**config.mk**
```make
export PLATFORM = sky130hd
export DESIGN_NAME = dm_dmi_arbiter
export DESIGN_NICKNAME = d
export VERILOG_FILES = /design/src/rtl/dm_dmi_arbiter.sv
export SDC_FILE = /design/constraint.sdc
export NUM_CORES = 1
export LEC_CHECK = 0
export ABC_AREA = 1
export CORE_UTILIZATION = 30
export DETAILED_ROUTE_END_ITERATION = 6
export PLACE_DENSITY_LB_ADDON = 0.08
export SLEW_MARGIN = 15
export SYNTH_ARGS = -nofsm -noshare
export SYNTH_HDL_FRONTEND = slang
export SYNTH_SLANG_ARGS = --single-unit
export TNS_END_PERCENT = 20
```
**constraint.sdc**
```tcl
create_clock -name clk_i -period 1.2 [get_ports clk_i]
set_input_delay 0.24 -clock clk_i [delete_from_list [all_inputs] [get_ports clk_i]]
set_output_delay 0.24 -clock clk_i [all_outputs]
set_load 0.02 [all_outputs]
```
**src/rtl/dm_dmi_arbiter.sv**
```systemverilog
// ---------------------------------------------------------------------------
// dm_dmi_arbiter
//
// Round-robin arbiter that lets several debug transport modules share the
// single DMI slave port of the debug module CSR block. Exactly one request
// is accepted at a time. It is forwarded downstream from a register, and the
// downstream response is routed back to the port that issued the request.
// At most one DMI transaction is in flight.
//
// Flattened DMI payload layouts:
//   request  (ReqW  = 41): {addr[6:0], op[1:0], data[31:0]}
//   response (RespW = 34): {data[31:0], resp[1:0]}
// Port p's request occupies port_req_i[p*ReqW +: ReqW].
//
// Ports:
//   clk_i, rst_i          clock, synchronous active-high reset
//   port_req_valid_i      per-port request valid
//   port_req_ready_o      per-port request accepted (only in IDLE)
//   port_req_i            per-port request payloads, packed
//   port_resp_valid_o     per-port response valid (owner only)
//   port_resp_ready_i     per-port response ready
//   port_resp_o           response payload shared by all ports
//   dmi_req_valid_o/ready_i, dmi_req_o       downstream request channel
//   dmi_resp_valid_i/ready_o, dmi_resp_i     downstream response channel
//   busy_o                high whenever a transaction is in progress
//   owner_o               index of the current or last granted port
// ---------------------------------------------------------------------------
module dm_dmi_arbiter #(
    parameter  int unsigned NrPorts = 2,
    localparam int unsigned ReqW    = 41,
    localparam int unsigned RespW   = 34,
    localparam int unsigned OwnerW  = (NrPorts > 1) ? $clog2(NrPorts) : 1
) (
    input  logic                    clk_i,
    input  logic                    rst_i,
    input  logic [NrPorts-1:0]      port_req_valid_i,
    output logic [NrPorts-1:0]      port_req_ready_o,
    input  logic [NrPorts*ReqW-1:0] port_req_i,
    output logic [NrPorts-1:0]      port_resp_valid_o,
    input  logic [NrPorts-1:0]      port_resp_ready_i,
    output logic [RespW-1:0]        port_resp_o,
    output logic                    dmi_req_valid_o,
    input  logic                    dmi_req_ready_i,
    output logic [ReqW-1:0]         dmi_req_o,
    input  logic                    dmi_resp_valid_i,
    output logic                    dmi_resp_ready_o,
    input  logic [RespW-1:0]        dmi_resp_i,
    output logic                    busy_o,
    output logic [OwnerW-1:0]       owner_o
);

    typedef enum logic [1:0] {
        IDLE = 2'd0,
        REQ  = 2'd1,
        RESP = 2'd2
    } state_e;

    state_e            r_state;
    state_e            w_state_next;
    logic [OwnerW-1:0] r_prio;
    logic [OwnerW-1:0] r_owner;
    logic [ReqW-1:0]   r_req;

    logic              w_any;
    logic [OwnerW-1:0] w_winner;
    logic [ReqW-1:0]   w_req_sel;
    logic [OwnerW-1:0] w_prio_next;
    logic              w_owner_resp_ready;
    logic              w_resp_hs;
    int unsigned       w_dist;
    int unsigned       w_best_dist;

    // Round-robin pick: the winner is the valid port with the smallest
    // distance (j - prio) mod NrPorts. Computing distances instead of
    // rotating the request vector keeps every index a loop constant.
    always_comb begin
        w_any       = |port_req_valid_i;
        w_winner    = '0;
        w_req_sel   = '0;
        w_dist      = 0;
        w_best_dist = NrPorts;
        for (int unsigned j = 0; j < NrPorts; j++) begin
            if (port_req_valid_i[j]) begin
                w_dist = (j >= 32'(r_prio)) ? (j - 32'(r_prio))
                                            : (j + NrPorts - 32'(r_prio));
                if (w_dist < w_best_dist) begin
                    w_best_dist = w_dist;
                    w_winner    = OwnerW'(j);
                    w_req_sel   = port_req_i[j*ReqW +: ReqW];
                end
            end
        end
    end

    always_comb begin
        w_owner_resp_ready = 1'b0;
        for (int unsigned j = 0; j < NrPorts; j++) begin
            if (OwnerW'(j) == r_owner) begin
                w_owner_resp_ready = port_resp_ready_i[j];
            end
        end
    end

    // Priority after a completed transaction: the port after the owner.
    assign w_prio_next = (r_owner == OwnerW'(NrPorts - 1)) ? '0 : r_owner + 1'b1;

    always_comb begin
        w_state_next      = r_state;
        port_req_ready_o  = '0;
        port_resp_valid_o = '0;
        dmi_req_valid_o   = 1'b0;
        dmi_resp_ready_o  = 1'b0;
        w_resp_hs         = 1'b0;
        unique case (r_state)
            IDLE: begin
                if (w_any) begin
                    for (int unsigned j = 0; j < NrPorts; j++) begin
                        port_req_ready_o[j] = (OwnerW'(j) == w_winner);
                    end
                    w_state_next = REQ;
                end
            end
            REQ: begin
                dmi_req_valid_o = 1'b1;
                if (dmi_req_ready_i) begin
                    w_state_next = RESP;
                end
            end
            RESP: begin
                for (int unsigned j = 0; j < NrPorts; j++) begin
                    port_resp_valid_o[j] = dmi_resp_valid_i && (OwnerW'(j) == r_owner);
                end
                dmi_resp_ready_o = w_owner_resp_ready;
                if (dmi_resp_valid_i && w_owner_resp_ready) begin
                    w_resp_hs    = 1'b1;
                    w_state_next = IDLE;
                end
            end
            default: begin
                w_state_next = IDLE;
            end
        endcase
    end

    always_ff @(posedge clk_i) begin
        if (rst_i) begin
            r_state <= IDLE;
            r_prio  <= '0;
            r_owner <= '0;
            r_req   <= '0;
        end else begin
            r_state <= w_state_next;
            if (r_state == IDLE && w_any) begin
                r_req   <= w_req_sel;
                r_owner <= w_winner;
            end
            if (w_resp_hs) begin
                r_prio <= w_prio_next;
            end
        end
    end

    assign dmi_req_o   = r_req;
    assign port_resp_o = dmi_resp_i;
    assign busy_o      = (r_state != IDLE);
    assign owner_o     = r_owner;

endmodule

```
==> results_dict.tcl <==
set metrics [dict create \
    synthTopCellsByArea "dfxtp_1 34%, nand2_1 18%, buf_4 11%" \
    crit_chain "buf_6, nor2_4, nand2_1, inv_1, buf_6" \
    critPathTopFamily "flip-flops" \
    irDropWorstVdd_uv 557.8 \
    arrival_ps 1170 \
    core_area_mm2 0.008382 \
    h-tree-depth 2 \
    cts_buffer_depth 2 \
    yosys.area.top_type "dfxtp_1" \
    grt-ovfl-total 0 \
    drc_errors 0 \
    finalCritPeriodShare_pct 117.2 \
    fin_area_mm2 0.004377 \
    post-route-min-period_ps 1406 \
    track_usage_pct 17.08 \
    ios 207 \
    cp_slowest_stage_delay_ps 330 \
    cp-end-kind "output port" \
    internal-power_w 0.003006 \
    seqPwrFrac_pct 38.5 \
    failed_checks "negative setup slack" \
    status "finished, violations left" \
    syn_nets 543 \
    crit_buf_inv 3 \
    p_sw_share_pct 33.84 \
    placed_area_mm2 0.004003 \
    multi_input_area_mm2 0.001249 \
    syn_avg_cell_area_um2 6.334 \
    rsz0062_at_grt "yes" \
    crit_path_start_kind "flip-flop" \
    layout_setup_ws_ps -206.3 \
    critPathSlowestCell "dfxtp_2" \
    power_switching_w 0.001537 \
    met1_usage_pct 19.89 \
    nNetsFinal 667 \
    dieHeight_um 96.06 \
    cts_tree "done" \
    finalSetupViolCount 49 \
    yosysSeqAreaShare_pct 33.95 \
    power_density_mw_per_mm2 1038 \
    worst_ep_required_time_ps 960 \
    gp_congestion 0.7674 \
    core.rowCount 33 \
    dp_slack_ps -756.1 \
    wirelength_um 8350 \
    tns_ps -7443 \
    crit_top_cell "buf_6" \
    synth_cell_types 19 \
    hold_class "input pin to output port" \
    drive_gt1_share_pct 25.55 \
    grt_max_degree 38 \
    regArea_um2 907.1 \
    drv_slew 0 \
    synth_edf_count 0 \
    clkSinkCount 45 \
    io_buffers 138 \
    grt_use_met3_pct 5.371 \
    antenna_found_initial 0 \
    viasPerCell 4.456 \
    final_cell_mix "123 x nand2_1, 87 x clkdlybuf4s50_1, 68 x inv_1" \
    antennaDiodeCount 0 \
    drtAntennaViolNets 0 \
    grt.busiest_layer "met2" \
    netlist_instances 419 \
    die_area_mm2 0.009227 \
    fill_cells 833 \
    finalPower_w 0.004543 \
    initial_core_util_pct 31.66 \
    clkPwrFrac_pct 20.3 \
    critPathKind "flip-flop to output port" \
    syn_area_mm2 0.002654 \
    syn2layout_area_growth_pct 64.92 \
    gr-usage-met2_pct 29.79 \
    insertion_delay_ps 300 \
    power_frac_comb_pct 41.3 \
    layout_commonest_cell "nand2_1" \
    slew_headroom_pct 67.04 \
    ys_ff_latch 45 \
    synthArstFlopShare_pct 0 \
    first_pass_iters 4 \
    fin_skew_ps 8.028 \
    worstMarginPinSlew_ps 493.8 \
    grt_pass1_wl_um 12160 \
    numCtsBuffers 5 \
    yosysWarnings 0 \
    postSynth.topFlopCell "dfxtp_1" \
    cts_hold_buf 0 \
    drt_iter0_drc 47 \
    grt_pass1_vias 2602 \
    die_x_um 96.06 \
    dpl.hpwl_um 5561 \
    cts_root_buf "clkbuf_8" \
    yosysTopAreaCellShare_pct 33.95 \
    crit_path_max_fanout 4 \
    p_leak_nw 2.158 \
    max_freq_mhz 711.1 \
    maxCapViolCount 0 \
    wire_per_inst_um 12.87 \
    clk_pin_slew_ps 90 \
    vias 2892 \
    hold_violations 0 \
]
-- routing by layer --
layer | part of all wire [%] | up-vias
li1 | - | 1490
met1 | 44 | 1292
met2 | 48 | 102
met3 | 7.7 | 8
met4 | 0.86 | 0
met5 | 0 | -
-- per-stage QoR --
step                      hold slack (ps)  std cells  utilization (%)
after CTS                           480.1        644            50.35
after detailed placement            480.1        631            47.75
after global placement              480.1        631            47.75
after floorplan                     384.9        419                -
final                               480.0        649            52.22
after global routing                480.0        649            52.22
-- worst reg2reg max path: stages, from the launching register on --
cell and delay (ps):
dfxtp_2 330, buf_6 110, nor2_4 170, buf_12 130, o21ai_4 70, clkinv_4 130
clkbuf_16 180, nand3_1 80, nand2_1 60, inv_1 30
-- state kept, by name (all words and copies together) (netlist names) --
| register | count |
|---|---|
| dmi_req_o | 41 |
| r_state | 2 |
| r_prio | 1 |
| owner_o | 1 |
-- power by group through the flow --
stage / Clock [W] / Sequential, W / Combinational (W)
finish: 0.000920 / 0.00175 / 0.00188
global route: 0.00105 / 0.00177 / 0.00205
CTS: 0.000981 / 0.00175 / 0.00175
detailed placement: 0 / 0.00178 / 0.00170
global placement: 0 / 0.00177 / 0.00170
floorplan: 0 / 0.00197 / 0.000805
-- kinds of logic after synthesis --
family / synth area share (%)
flops: 33.95
buf+inv: 25.69
simple gates: 32.30
compound gates: 8.062
-- layout make-up --
cell class,count,share of cell area (%)
Sequential cell,45,20.73
Clock inverter,2,0.2287
Timing Repair Buffer,173,39.22
Clock buffer,6,1.658
Tap cell,105,3.002
Multi-Input combinational cell,242,28.53
Inverter,76,6.632
-- cells in the mapped netlist (3+ instances only) --
cell,count
inv_1,73
buf_6,4
clkbuf_1,4
nor2_1,15
nand4_1,10
dfxtp_1,45
buf_2,8
buf_4,39
a21oi_1,31
inv_2,3
nand3_1,48
o21ai_0,5
nand2_1,127
-- final timing paths --
kind / slack, ps / end / startpoint / cells after the start
setup / recovery: -210 / port_req_ready_o[0] / r_state[0] / 5
hold / removal: 480 / port_resp_o[14] / dmi_resp_i[14] / 0
setup reg to reg: -190 / dmi_req_o[19] / r_state[0] / 9
hold reg to reg: 530 / owner_o / owner_o / 2
-- what timing repair did --
action	CTS	global route
endpoints found under the setup margin	92	66
cloned	1	3
pin swaps	2	25
resized for setup	176	56
buffers inserted	4	2
Power figures use the tool's default switching activity.
